[config.mk]
export PLATFORM = sky130hd
export DESIGN_NAME = lifo_arbiter
export DESIGN_NICKNAME = d
export VERILOG_FILES = /design/src/rtl/lifo_arbiter.sv
export SDC_FILE = /design/constraint.sdc
export NUM_CORES = 1
export LEC_CHECK = 0
export ABC_AREA = 1
export CORE_MARGIN = 1.5
export CORE_UTILIZATION = 38
export CTS_CLUSTER_SIZE = 16
export DETAILED_ROUTE_END_ITERATION = 10
export PLACE_DENSITY = 0.75
export SYNTH_ARGS = -nofsm -noshare
export SYNTH_HDL_FRONTEND = slang
export SYNTH_SLANG_ARGS = --single-unit
[constraint.sdc]
create_clock -name clk -period 1.4 [get_ports clk]
set_input_delay 0.28 -clock clk [delete_from_list [all_inputs] [get_ports clk]]
set_output_delay 0.28 -clock clk [all_outputs]
set_load 0.005 [all_outputs]
[src/rtl/lifo_arbiter.sv]
// Round-robin arbiter sharing one LIFO between two requesters.
// One operation in flight: IDLE grants, ISSUE strobes the stack, RESP acks.
module lifo_arbiter #(
   parameter int DATA_W    = 10,
   parameter int LIFO_SIZE = 6
) (
   input  logic                           clk,
   input  logic                           reset,
   input  logic                           r0_req,
   input  logic                           r0_op,
   input  logic [DATA_W-1:0]              r0_wdata,
   output logic                           r0_ack,
   output logic                           r0_err,
   output logic [DATA_W-1:0]              r0_rdata,
   input  logic                           r1_req,
   input  logic                           r1_op,
   input  logic [DATA_W-1:0]              r1_wdata,
   output logic                           r1_ack,
   output logic                           r1_err,
   output logic [DATA_W-1:0]              r1_rdata,
   output logic                           lifo_write,
   output logic                           lifo_read,
   output logic [DATA_W-1:0]              lifo_datain,
   input  logic [DATA_W-1:0]              lifo_dataout,
   input  logic                           lifo_val,
   input  logic                           lifo_full,
   output logic [$clog2(LIFO_SIZE+1)-1:0] count
);

   localparam int CNT_W = $clog2(LIFO_SIZE + 1);

   localparam logic [1:0] IDLE  = 2'd0;
   localparam logic [1:0] ISSUE = 2'd1;
   localparam logic [1:0] RESP  = 2'd2;

   logic [1:0] state;
   logic       gnt_id;
   logic       gnt_op;
   logic       err_pending;
   logic       last_grant;
   logic       grant_any;
   logic       grant_id;
   logic       push_ok;
   logic       pop_ok;

   // Under contention the requester not served last wins.
   always_comb begin
      grant_any = r0_req | r1_req;
      grant_id  = 1'b0;
      if (r0_req && r1_req)
         grant_id = ~last_grant;
      else if (r1_req)
         grant_id = 1'b1;
   end

   assign push_ok    = (state == ISSUE) && !gnt_op && !lifo_full;
   assign pop_ok     = (state == ISSUE) &&  gnt_op &&  lifo_val;
   assign lifo_write = push_ok;
   assign lifo_read  = pop_ok;

   assign r0_ack = (state == RESP) && !gnt_id;
   assign r1_ack = (state == RESP) &&  gnt_id;
   assign r0_err = r0_ack && err_pending;
   assign r1_err = r1_ack && err_pending;

   always_ff @(posedge clk) begin
      if (reset) begin
         state       <= IDLE;
         gnt_id      <= 1'b0;
         gnt_op      <= 1'b0;
         err_pending <= 1'b0;
         last_grant  <= 1'b1;
         lifo_datain <= '0;
         r0_rdata    <= '0;
         r1_rdata    <= '0;
         count       <= '0;
      end else begin
         case (state)
            IDLE: begin
               if (grant_any) begin
                  gnt_id      <= grant_id;
                  gnt_op      <= grant_id ? r1_op : r0_op;
                  lifo_datain <= grant_id ? r1_wdata : r0_wdata;
                  err_pending <= 1'b0;
                  state       <= ISSUE;
               end
            end
            ISSUE: begin
               err_pending <= gnt_op ? !lifo_val : lifo_full;
               if (push_ok && count < CNT_W'(LIFO_SIZE))
                  count <= count + 1'b1;
               if (pop_ok && count != '0)
                  count <= count - 1'b1;
               // A pop from an empty stack reports zero data.
               if (gnt_op) begin
                  if (gnt_id)
                     r1_rdata <= lifo_val ? lifo_dataout : '0;
                  else
                     r0_rdata <= lifo_val ? lifo_dataout : '0;
               end
               state <= RESP;
            end
            RESP: begin
               last_grant <= gnt_id;
               state      <= IDLE;
            end
            default: state <= IDLE;
         endcase
      end
   end

endmodule

# Yosys cells after proc, flatten, opt, wreduce, memory -nomap -nowiden
# Index checks and enable logic that the tools add are counted.
# op_classes
n_addsub	2
n_mul	0
div_mod_pow	0
order_cmp	1
eq_ne	3
shift	0
mux	12
bitwise	3
n_reduce_logical	24
# ops
cell	n
2-to-1 mux 10 bit	2
logical AND 1 bit	11
2-to-1 mux 3 bit	2
AND reduction 2 bit	3
AND reduction 3 bit	2
2-to-1 mux 1 bit	5
logical NOT 1 bit	4
case mux 2 bit (2 select lines)	1
nonzero test 2 bit	2
adder 3 x 1 -> 3 bit (second input constant)	1
< comparator 3 bit (second input constant)	1
nonzero test 3 bit	1
subtractor 3 x 1 -> 3 bit (second input constant)	1
equality test 2 x 1 -> 1 bit (second input constant)	1
equality test 2 bit (second input constant)	1
logical NOT 2 bit	1
2-to-1 mux 2 bit	1
!= test 2 bit (second input constant)	1
inverter 1 bit	2
case mux 1 bit (2 select lines)	1
bitwise OR 1 bit	1
# totals
register_bits	39
latchBits	0
mem_bits_rw	0
rom_bits	0
in_bits	38
output_inout_bits	39
elab_cells	54
mem_count	0

# Longest topological paths before layout
# Gate-level depths: netlist of run 1.
# logic_depth
depth_word	6
ltp_mapped	11
depth_no_buf	11

# Worst setup path after synthesis of run 1
# OpenSTA, ideal clock, no wires.
# synth_path
path_type	reg-to-reg
start	reg gnt_op
end	reg count[2]
setup_ns	0.115
arrival_ns	1.253
required_time_ns	1.285
slack_ns	0.033
stages_incl_launch_ff	11
n_path_buf	0
synth_period_minus_slack_ns	1.367
path_cell_list	dfxtp_1 nand2_2 nor2_8 nand3_2 o21ai_0 ha_1 nand4_1 nand2_1 nand3_1 nand2_1 nor2_1
# synth_via
word_cells_on_any_way	10
classes_between	mux: 1; reduce/logical: 9
# synth_rtl
item	line	source
start, declared	38	logic gnt_op;
start signal, assigned	82	gnt_op <= grant_id ? r1_op : r0_op;
logical AND 1 bit * (2 in a row)	57	assign pop_ok = (state == ISSUE) && gnt_op && lifo_val;
named net lifo_read	22	output logic lifo_read,
logical AND 1 bit *	92	if (pop_ok && count != '0)
nonzero test 2 bit (no source line)	n/a	
AND reduction 2 bit (no source line)	n/a	
end signal, assigned	91	count <= count + 1'b1;
end signal, assigned	93	count <= count - 1'b1;
end, declared	27	output logic [$clog2(LIFO_SIZE+1)-1:0] count
# Mark *: on every way through the listed nets, which the timed path passes. The rest lies on a longest branch.
# A chain may end at the register's enable or synchronous reset.

# Final worst setup path of run 1
# layout_path
start	reg state[1]
end	reg count[2]
# layout_via
elab_chain_cells	6
word_cells_on_any_way	10
classes_between	eq/ne: 1; mux: 1; reduce/logical: 8
# layout_lines
item	line	source
start, declared	36	logic [1:0] state;
start signal, assigned	68	state <= IDLE;
start signal, assigned	85	state <= ISSUE;
start signal, assigned	101	state <= RESP;
equality test 2 x 1 -> 1 bit *	56, 57, 78	
logical AND 1 bit (on tied branches) (2 in a row)	56, 57	
logical AND 1 bit (on tied branches)	90, 92	
nonzero test 2 bit (no source line)	n/a	
AND reduction 2 bit (no source line)	n/a	
# Every way passes the cells marked *; elsewhere a longest branch is shown, timed or not.

==> results of run 1 <==
-- state kept, by name, indices dropped and copies added, names as in the netlist --
register / count
last_grant: 1
count: 3
err_pending: 1
gnt_op: 1
lifo_datain: 10
r0_rdata: 10
r1_rdata: 10
state: 2
gnt_id: 1
-- cell usage in the layout, fill, tap and decap left out, types with 5 or more instances in the layout --
master            n
a21oi_1          16
a21oi_2          21
buf_12            6
buf_2             5
buf_4            36
clkbuf_8          5
clkdlybuf4s50_1  36
dfxtp_1          19
dfxtp_2          20
dlygate4sd2_1    24
dlymetal6s2s_1   10
inv_1             7
nand2_1          30
nand3_1           5
nor2_1            6
o211ai_2          9
o21ai_1          12
o21ai_2          11
or2_1             9
-- per-layer routing --
layer / routed length [µm] / up-vias / GRT usage
met5: 0 / - / 0
met4: 51 / 0 / 0.0503
met3: 239 / 4 / 0.0566
met2: 2440 / 44 / 0.303
met1: 2100 / 839 / 0.223
li1: - / 929 / -
-- logic make-up after synthesis --
| family | count (synthesis) |
|---|---|
| and+or+nand+nor | 72 |
| AOI/OAI and AO/OA | 71 |
| DFF | 39 |
| buffers and inverters | 25 |
| adders and majority gates | 1 |
-- per-stage QoR --
step | hold slack (ns) | utilization | instances | TNS, ns
after CTS | 0.464 | 0.656 | 387 | -0.300
after global routing | 0.486 | 0.679 | 390 | -0.509
after floorplan | 0.433 | - | 208 | 0
after detailed placement | 0.459 | 0.609 | 365 | -4.06
after global placement | 0.450 | 0.609 | 365 | -3.64
final | 0.463 | 0.679 | 390 | -0.0907
-- power by group --
group | switching (mW) | total [mW] | leakage (nW) | internal (mW)
Combinational | 0.291 | 0.656 | 1.14 | 0.365
Clock | 0.380 | 1.09 | 0.0654 | 0.712
Sequential | 0.0348 | 1.21 | 0.327 | 1.17
Total | 0.706 | 2.96 | 1.53 | 2.25
-- final cells by class --
class                           count  area, µm²  share of cell area
Timing Repair Buffer              119       1130               0.351
Multi-Input combinational cell    144        992               0.309
Sequential cell                    39        806               0.251
Tap cell                           67       83.8              0.0261
Clock buffer                        6       72.6              0.0226
Clock inverter                      2       60.1              0.0187
Inverter                           12       60.1              0.0187
Timing Repair inverter              1       6.26             0.00195
-- worst register-to-register path: stages (launching register included) --
cell and delay, ns:
dfxtp_2 0.32, buf_6 0.11, inv_4 0.05, nand2_4 0.07, nor2_8 0.11, nand3_2 0.09, o21ai_2 0.07, ha_2 0.18
nand4_1 0.12, nand2_2 0.10, nand3_2 0.05, nand2_1 0.05, nor2_1 0.03
-- how the worst max path moves through the flow --
stage	end	cells past startpoint	startpoint	slack, ns
floorplan	count[2]	10	gnt_op	0.03
global placement	lifo_read	4	lifo_val	-0.40
detailed placement	count[2]	11	lifo_val	-0.47
CTS	count[2]	12	state[1]	-0.09
global route	count[2]	12	state[1]	-0.17
finish	count[2]	12	state[1]	-0.05
-- timing repair --
action                     in CTS  in global routing
setup buffers                  14                  6
pin swaps                       8                 11
cloned                          0                  1
setup endpoints to repair      40                 29
resized for setup              70                 27
==> summary.txt, run 1 <==
Worst setup path
  • CP top delay family: simple AND/OR/NAND/NOR gates
  • Critical Path Slowest Stage Cell: dfxtp_2
  • Flop2flop setup slack: -0.05 ns
  • Most Frequent Cell on Critical Path: nand3_2
  • Worst Reg-to-Reg Cells: 12
  • Max incr delay on CP: 0.32 ns
  • Crit end category: register
  • Critical path type: register to register
  • Capturing point of the worst reg2reg path: count[2]
  • Startpoint Class: register
  • Worst EP arrival: 1.63 ns
  • CP Max Fanout: 3
  • CP Cell Sequence: buf_6 -> inv_4 -> nand2_4 -> nor2_8 -> nand3_2 -> o21ai_2 -> ha_2 -> nand4_1 -> nand2_2 -> nand3_2 -> nand2_1 -> nor2_1
  • WP buf/inv: 2
  • Reg2Reg Launch Point: state[1]
  • Required time of the critical path: between 1.5 and 2 ns

Min path
  • Hold_sp: lifo_datain[2]
  • Min-Delay Endpoint: lifo_datain[2]
  • Worst hold stages: 2
  • HP Class: register to register

Global routing
  • First-pass GRT wire length: 7550 µm
  • GRT overflow: 0
  • Vias in the first global route: 1741
  • Initial antenna violation count: 0
  • Largest net degree at the start of global routing: 21
  • Total GRT Usage: 0.181

STA
  • Post-Route Skew: 0.00881 ns
  • RSZ-0062 raised after global routing: yes
  • Minimum clock period after layout: 1.45 ns
  • Setup ws final: -0.0471 ns
  • Worst slew pin tran: 0.219 ns
  • Slew HR: 0.854
  • Max-slew violation count: 0
  • Hold violation total from the final report: 0
  • Setup Viol. Count Final: 3
  • Final Cycle Share: 1.03
  • Fmax: 691 MHz

Finish
  • Final net count: 361
  • Layout cells sized above 1: 0.449
  • P&R area growth vs syn: 71.6%
  • Final Instance Area: 0.00321 mm²
  • Filler cells: 392
  • # diodes: 0

Logic synthesis
  • Syn avg cell area: 8.99 µm²
  • FFs w/ async S/R, synth: 0
  • Synth Warn #: 0
  • Top cell type by total area after synthesis: dfxtp_1
  • Top-area cell type share of the netlist area: 0.418
  • Largest family of logic cells by synthesized area: compound AO/OA/AOI/OAI gates
  • Mux cell area share after synthesis: 0
  • Most common cell in the netlist: dfxtp_1
  • Syn_nets: ~250
  • Commonest cells post-synth: dfxtp_1 (39), nand2_1 (32), a21oi_2 (20)
  • Main synth FF type: dfxtp_1
  • Top post-synthesis cells by area: dfxtp_1 (42%), a21oi_2 (9.4%), nand2_1 (6.4%), o211ai_2 (6.0%), o21ai_2 (4.7%)
  • Synthesis-stage register bit count: 39
  • Register area share after synthesis: 0.418
  • Synth Area in Compound Gates: 0.289
  • XOR/XNOR Fraction of Synth Area: 0
  • Post-Syn Area: approximately 0.0019 mm²
  • Post-synth EDFFs: 0
  • Synth Instances: 208
  • Simple-gate share of the synthesized area: 0.207
  • Post-Synth Adder-Cell Area: 0.00669
  • Netlist cell types: 31

Floorplanning
  • DIE AREA: 0.00535 mm²
  • Top-level I/O count: 77
  • Core area: 0.00472 mm²
  • Row cnt: 25
  • Starting Density: 0.396
  • Die Y: ~73 µm
  • Die X: 73.1 µm

Drt
  • Final Routed Wirelength: 4830 µm
  • Vias per inst: between 4 and 5
  • 1st-iter DRT viols: 42
  • Initial DRT Pass Iterations: 4
  • Via Count: about 1800
  • Final ANT Viol Nets: 0
  • Routed WL per cell: 12.4 µm
  • DRC violations left: 0

Clock network
  • Clk sink count: 39
  • Skew-Pair Late Insertion Delay: between 0.2 and 0.3 ns
  • CTS tree: built
  • Hold Buf Count CTS: 0
  • Root buffer cell: clkbuf_8
  • CTS Buf Count: 5
  • Clock Tree Buf Depth: 2
  • Reg clk slew, reported paths: 0.08 ns
  • # H-tree levels: 2

Power
  • Total power per unit cell area: 922 mW/mm²
  • Post-layout power: 2.96 mW
  • Peak VDD IR: between 500 and 600 µV
  • LEAKAGE: 1.53 nW

Placed design
  • DP HPWL: 3340 µm
  • Area after DPL: 0.00288 mm²
  • Pre-CTS setup slack: -0.474 ns
  • Gpl congestion: 0.763
  • Buffers added on ports: 76

Status
  • Violated checks: negative setup slack
  • Run status: finished, violations left

Flow run
  • Maxcap violations: 0
Power figures use the tool's default switching activity.
==> run 2, diff against run 1 <==
GPL_ROUTABILITY_DRIVEN = 0   (was not set)
==> results of run 2 <==
Final layout, timing and power as in run 1 (identical DEF).
==> run 3, diff against run 2 <==
TNS_END_PERCENT = 100   (was not set)
==> results of run 3 <==
Final layout, timing and power as in run 1 (identical DEF).
